--- config.mk ---
export PLATFORM = sky130hd
export DESIGN_NAME = drac_l15_req_stage
export DESIGN_NICKNAME = d
export VERILOG_FILES = /design/src/rtl/drac_pkg.sv /design/src/rtl/drac_l15_req_fifo.sv /design/src/rtl/drac_l15_req_stage.sv
export SDC_FILE = /design/constraint.sdc
export NUM_CORES = 1
export LEC_CHECK = 0
export ABC_AREA = 1
export ABC_CLOCK_PERIOD_IN_PS = 14580
export CAP_MARGIN = 40
export CORE_ASPECT_RATIO = 0.5
export CORE_UTILIZATION = 55
export DETAILED_ROUTE_END_ITERATION = 12
export PLACE_DENSITY = 0.78
export SYNTH_ARGS = -nofsm -noshare
export SYNTH_HDL_FRONTEND = slang
export SYNTH_SLANG_ARGS = --single-unit
export TNS_END_PERCENT = 50
--- constraint.sdc ---
create_clock -name clk_i -period 14.58 [get_ports clk_i]
set_clock_uncertainty 0.15 [all_clocks]
set_input_delay 2.916 -clock clk_i [delete_from_list [all_inputs] [get_ports clk_i]]
set_output_delay 2.916 -clock clk_i [all_outputs]
set_load 0.05 [all_outputs]
--- src/rtl/drac_pkg.sv ---
// Shared types and helpers for the DRAC L1.5 request path.
package drac_pkg;

   // Request stage handshake state: nothing presented / head held toward L1.5
   typedef enum logic {
      IDLE    = 1'b0,
      PRESENT = 1'b1
   } l15_stage_state_e;

   // A request may issue if it needs no return, or a return credit is free
   function automatic logic l15_credit_ok(input logic        needs_rtrn,
                                          input int unsigned outstanding,
                                          input int unsigned max_outstanding);
      return !needs_rtrn || (outstanding < max_outstanding);
   endfunction

endpackage

--- src/rtl/drac_l15_req_fifo.sv ---
// Request FIFO for the L1.5 request stage: storage, pointers and count only.
// Exposes the head entry and the entry behind it so the owner can look ahead.
module drac_l15_req_fifo #(
   parameter int unsigned Width = 257,
   parameter int unsigned Depth = 4
) (
   input  logic                       clk_i,
   input  logic                       rst_i,
   input  logic                       push_i,
   input  logic                       pop_i,
   input  logic [Width-1:0]           wdata_i,
   output logic [Width-1:0]           head_o,
   output logic [Width-1:0]           next_o,
   output logic [$clog2(Depth+1)-1:0] count_o
);

   localparam int unsigned PtrW = $clog2(Depth);
   localparam int unsigned CntW = $clog2(Depth+1);

   logic [Width-1:0] mem [Depth];
   logic [PtrW-1:0]  wr_ptr;
   logic [PtrW-1:0]  rd_ptr;
   logic [PtrW-1:0]  rd_ptr_nxt;
   logic [CntW-1:0]  count;

   // Pointers wrap naturally because Depth is a power of two
   always_ff @(posedge clk_i or posedge rst_i) begin
      if (rst_i) begin
         wr_ptr <= '0;
         rd_ptr <= '0;
         count  <= '0;
      end else begin
         if (push_i) wr_ptr <= wr_ptr + PtrW'(1);
         if (pop_i)  rd_ptr <= rd_ptr + PtrW'(1);
         case ({push_i, pop_i})
            2'b10:   count <= count + CntW'(1);
            2'b01:   count <= count - CntW'(1);
            default: count <= count;
         endcase
      end
   end

   // Payload storage; contents are only meaningful between push and pop
   always_ff @(posedge clk_i) begin
      if (push_i) mem[wr_ptr] <= wdata_i;
   end

   // Head and look-ahead entry for back-to-back issue decisions
   always_comb begin
      rd_ptr_nxt = rd_ptr + PtrW'(1);
      head_o     = mem[rd_ptr];
      next_o     = mem[rd_ptr_nxt];
      count_o    = count;
   end

endmodule

--- src/rtl/drac_l15_req_stage.sv ---
// Request staging buffer between the HPDC/I$ adapter and the L1.5 request port.
// Queues requests, presents the head with hold-until-ack, enforces a return
// credit budget and reports idle/drain status to the tile.
module drac_l15_req_stage
   import drac_pkg::*;
#(
   parameter int unsigned ReqWidth       = 256,
   parameter int unsigned Depth          = 4,
   parameter int unsigned MaxOutstanding = 8
) (
   input  logic                                clk_i,
   input  logic                                rst_i,
   input  logic                                in_valid_i,
   output logic                                in_ready_o,
   input  logic [ReqWidth-1:0]                 in_req_i,
   input  logic                                in_needs_rtrn_i,
   output logic                                l15_val_o,
   output logic [ReqWidth-1:0]                 l15_req_o,
   input  logic                                l15_header_ack_i,
   input  logic                                rtrn_done_i,
   input  logic                                drain_i,
   output logic                                idle_o,
   output logic [$clog2(Depth+1)-1:0]          occupancy_o,
   output logic [$clog2(MaxOutstanding+1)-1:0] outstanding_o,
   output logic                                credit_err_o
);

   localparam int unsigned CntW = $clog2(Depth+1);
   localparam int unsigned OutW = $clog2(MaxOutstanding+1);
   localparam int unsigned EntW = ReqWidth + 1;

   l15_stage_state_e  state;
   l15_stage_state_e  state_next;
   logic [OutW-1:0]   outstanding;
   logic [OutW-1:0]   outstanding_next;
   logic              credit_err;

   logic [EntW-1:0]   head_ent;
   logic [EntW-1:0]   next_ent;
   logic [CntW-1:0]   count;
   logic              head_needs;
   logic              next_needs;
   logic              push;
   logic              pop;
   logic              rtrn_inc;
   logic              rtrn_dec;
   logic              cand_valid;
   logic              cand_needs;

   drac_l15_req_fifo #(
      .Width (EntW),
      .Depth (Depth)
   ) u_fifo (
      .clk_i   (clk_i),
      .rst_i   (rst_i),
      .push_i  (push),
      .pop_i   (pop),
      .wdata_i ({in_needs_rtrn_i, in_req_i}),
      .head_o  (head_ent),
      .next_o  (next_ent),
      .count_o (count)
   );

   // Handshake qualifiers and credit arithmetic for this cycle
   always_comb begin
      in_ready_o       = !rst_i && (count < CntW'(Depth)) && !drain_i;
      push             = in_valid_i && in_ready_o;
      pop              = (state == PRESENT) && l15_header_ack_i;
      head_needs       = head_ent[ReqWidth];
      next_needs       = next_ent[ReqWidth];
      rtrn_inc         = pop && head_needs;
      rtrn_dec         = rtrn_done_i && (outstanding != '0);
      outstanding_next = outstanding + OutW'(rtrn_inc) - OutW'(rtrn_dec);
   end

   // Next-state: present the next candidate only if it passes the credit check
   // against the counters as they will be after this edge
   always_comb begin
      state_next = state;
      cand_valid = 1'b0;
      cand_needs = 1'b0;
      unique case (state)
         IDLE: begin
            if (count != '0) begin
               cand_valid = 1'b1;
               cand_needs = head_needs;
            end else if (push) begin
               cand_valid = 1'b1;
               cand_needs = in_needs_rtrn_i;
            end
            if (cand_valid &&
                l15_credit_ok(cand_needs, 32'(outstanding_next), MaxOutstanding)) begin
               state_next = PRESENT;
            end
         end
         PRESENT: begin
            if (pop) begin
               if (count > CntW'(1)) begin
                  cand_valid = 1'b1;
                  cand_needs = next_needs;
               end else if (push) begin
                  cand_valid = 1'b1;
                  cand_needs = in_needs_rtrn_i;
               end
               if (cand_valid &&
                   l15_credit_ok(cand_needs, 32'(outstanding_next), MaxOutstanding)) begin
                  state_next = PRESENT;
               end else begin
                  state_next = IDLE;
               end
            end
         end
         default: state_next = IDLE;
      endcase
   end

   // Handshake state register
   always_ff @(posedge clk_i or posedge rst_i) begin
      if (rst_i) state <= IDLE;
      else       state <= state_next;
   end

   // Return credit counter and sticky underflow flag
   always_ff @(posedge clk_i or posedge rst_i) begin
      if (rst_i) begin
         outstanding <= '0;
         credit_err  <= 1'b0;
      end else begin
         outstanding <= outstanding_next;
         if (rtrn_done_i && (outstanding == '0)) credit_err <= 1'b1;
      end
   end

   // Status and L1.5-facing outputs, all taken from registered state
   always_comb begin
      l15_val_o     = (state == PRESENT);
      l15_req_o     = head_ent[ReqWidth-1:0];
      occupancy_o   = count;
      outstanding_o = outstanding;
      credit_err_o  = credit_err;
      idle_o        = (count == '0) && (state == IDLE) && (outstanding == '0);
   end

endmodule

==> flow_summary.toml <==
[status]
status = "complete, no violations"

[placed_design]
dp_hpwl_um = 51400
io_buffers = 529
place.gp.congestion = 0.795

[power]
leakage_uw = 0.0154
ir_worst_vdd_uv = 215
power.density_mw_per_mm2 = 227

[cells_and_area]
drive_gt1_share_pct = 5.19
fillers = 4448
nNetsFinal = 3354
area_delta_synth_final_pct = 23.7
post-route-util_pct = 69.1

[clocking]
cts_setup_buffers = 0
htreeDepth = 3
cts.sinks = 1041
clkLatencyLatePin_ns = 0.67
cts.clk_slew.worst_paths_ns = 0.07
cts_made_buffers = 86
clock_path_buffers = 3
post_cts_resized = 0
hold_buffers = 0
cts_root_buf = "clkbuf_16"
cts_tree = "yes"

[timing]
hold_violations = 0
fin_crit_ns = 7.85
slew_headroom_pct = 19.9
finalMaxSlewViolations = 0
period_share_pct = 53.8
tightest_slew_ns = 1.20
rsz0062_at_grt = "no"
fmax_ghz = 0.127
finalSetupViolations = 0
hold_ws_ns = 0.331

[floorplan]
initial_core_util_pct = 55.8
dieHeight_um = 189
die_w_um = 377
die_area_mm2 = 0.0714
core_area_mm2 = 0.0693
rows = 68
io_pins = 530

[worst_setup_path]
crit_chain = "buf_12 -> buf_4 -> buf_4 -> buf_16 -> o21ai_0 -> o22ai_1 -> clkdlybuf4s50_1"
startpoint_type = "register"
rr_startpoint = "u_fifo.rd_ptr[0]"
crit_path_end_kind = "output pin"
critPathKind = "reg2out"
crit_slowest_cell = "clkdlybuf4s50_1"
crit_family = "buffers and inverters"
critPathLaunch = "u_fifo.rd_ptr[0]"
rrSetupSlack_ns = 10.61
critPathMaxStageDelay_ns = 0.87
path_buf_inv = 5
cp.arrival_ns = 4.78
path_common_cell = "buf_4"
crit_fanout = 234
crit_required_ns = 11.51

[logic_synthesis]
syn_area_per_cell_um2 = 14.9
synth_edf_count = 1028
synth_top_area_share_pct = 79.8
yosys_warnings = 0
ys_seq_elements = 1041
synth_cell_types = 26
synth_flop_cell = "edfxtp_1"
syn_nets = 2877
post-synth-top-area-cell = "edfxtp_1"
yosysSeqAreaShare_pct = 80.7
synth.area.top_cells = "edfxtp_1 80%, o21ai_0 6.6%, nor2_1 5.0%"
synthCells = 2599
synthArstFlopShare_pct = 1.25
netlist_area_mm2 = 0.0387

[global_routing]
grtUsageTotal_pct = 25.3
antenna_found_initial = 23
first_global_vias = 23200
grt_pass1_wl_um = 137000
grt_max_degree = 235
overflow = 0

[drt]
firstDrtPassIters = 6
wirelength_um = 92800
vias = 23700
vias_per_cell = 5.78
drc = 0
wl_per_cell_um = 22.6
drt_iter0_markers = 2090
postRouteAntennaNets = 0

[run]
max-cap-violations = 0

[worst_hold_path]
hold_path_class = "reg2reg"
min-delay-start = "credit_err_o"
==> worst register-to-register path, delay by kind of cell (launching register included) <==
| kind | cells | cell delay (ns) |
|---|---|---|
| flops | 1 | 0.53 |
| xor+xnor | 1 | 0.13 |
| fa+ha+maj | 3 | 0.87 |
| buf+inv | 5 | 1.79 |
| simple gates | 3 | 0.37 |
==> cell usage after synthesis (all sizes together) (3+ instances only) <==
library cell,instances
inv,30
dfrtp,13
xor2,3
nand3,10
clkbuf,112
nor2,519
buf,59
nand2,24
edfxtp,1028
o22ai,257
o21ai,517
xnor2,3
ha,14
==> through the flow <==
stage | setup TNS, ns | setup WS, ns | cell area [um^2] | power (uW) | instances
4_1_cts | 0 | 6.66 | 47800 | 10900 | 4087
2_1_floorplan | -1754.41 | -1.71 | 38700 | 6840 | 2599
5_1_grt | 0 | 6.52 | 47800 | 11300 | 4110
6_report | 0 | 6.73 | 47800 | 10900 | 4110
3_5_place_dp | 0 | 7.08 | 44900 | 8550 | 3933
3_3_place_gp | 0 | 7.04 | 44700 | 8410 | 3924
==> per-layer routing <==
metal,GRT usage (%),vias up,wire [um]
met3,3.95,238,4140
met5,0,-,0
li1,-,10800,-
met2,43.4,823,49100
met4,16.2,0,5290
met1,30.2,11900,34200
==> flip-flops by register name, indices dropped and copies added, names as in the netlist <==
name and cells:
outstanding_o 4, l15_val_o 1, u_fifo.wr_ptr 2, u_fifo.count_o 3, u_fifo.rd_ptr 2, u_fifo.mem 1028, credit_err_o 1
==> placed cells by master, fill, tap and decap left out <==
master / count
inv_6: 3
clkinvlp_4: 3
o22ai_1: 257
inv_12: 1
bufinv_16: 11
clkinv_8: 4
xnor2_1: 3
inv_16: 1
buf_16: 8
xor2_1: 3
fa_1: 1
and2_1: 1
nor3_1: 2
clkdlybuf4s50_1: 529
clkinv_1: 19
o21ai_0: 513
clkbuf_8: 4
dfrtp_1: 11
edfxtp_1: 1028
o21ai_1: 4
nor2_1: 515
nor2_4: 4
nand2_1: 24
inv_1: 28
clkbuf_1: 11
buf_4: 16
a21oi_1: 2
diode_2: 23
o21bai_1: 2
nand3b_1: 1
buf_12: 7
clkinv_4: 1
ha_1: 14
nand3_1: 10
nand4_1: 1
clkinv_2: 11
dfrtp_4: 2
clkbuf_16: 87
==> report_power, final <==
group	internal [uW]	total (uW)	switching (uW)	leakage (uW)
clock network	1320	2360	1040	0.00139
registers	3440	3520	76.9	0.00941
logic	1440	4990	3550	0.00455
==> path summary, 6_finish.rpt <==
path	end	cells past startpoint
worst max-delay path	l15_req_o[208]	7
worst min-delay path	credit_err_o	1
worst max register to register	outstanding_o[2]	12
worst min register to register	credit_err_o	1
max in group asynchronous	u_fifo.rd_ptr[1]	2
min in group asynchronous	outstanding_o[3]	2
==> cell type report <==
class / instances / area [um^2] / area share, %
antenna: 23 / 57.6 / 0.120
clock buffer: 102 / 2270 / 4.75
clock inverter: 52 / 591 / 1.23
inverter: 30 / 130 / 0.272
multi-input combinational: 1357 / 6620 / 13.8
sequential: 1041 / 31200 / 65.2
tap: 945 / 1180 / 2.47
timing repair buffer: 560 / 5780 / 12.1
==> cells by family after synthesis <==
| family | after synthesis | synth area share (%) |
|---|---|---|
| adders and majority gates | 15 | 0.505 |
| xor gates and xnor gates | 6 | 0.136 |
| and+or+nand+nor | 558 | 5.48 |
| buffers and inverters | 201 | 2.28 |
| DFF | 1041 | 80.7 |
| AOI/OAI and AO/OA | 778 | 10.9 |
Power figures use the tool's default switching activity.
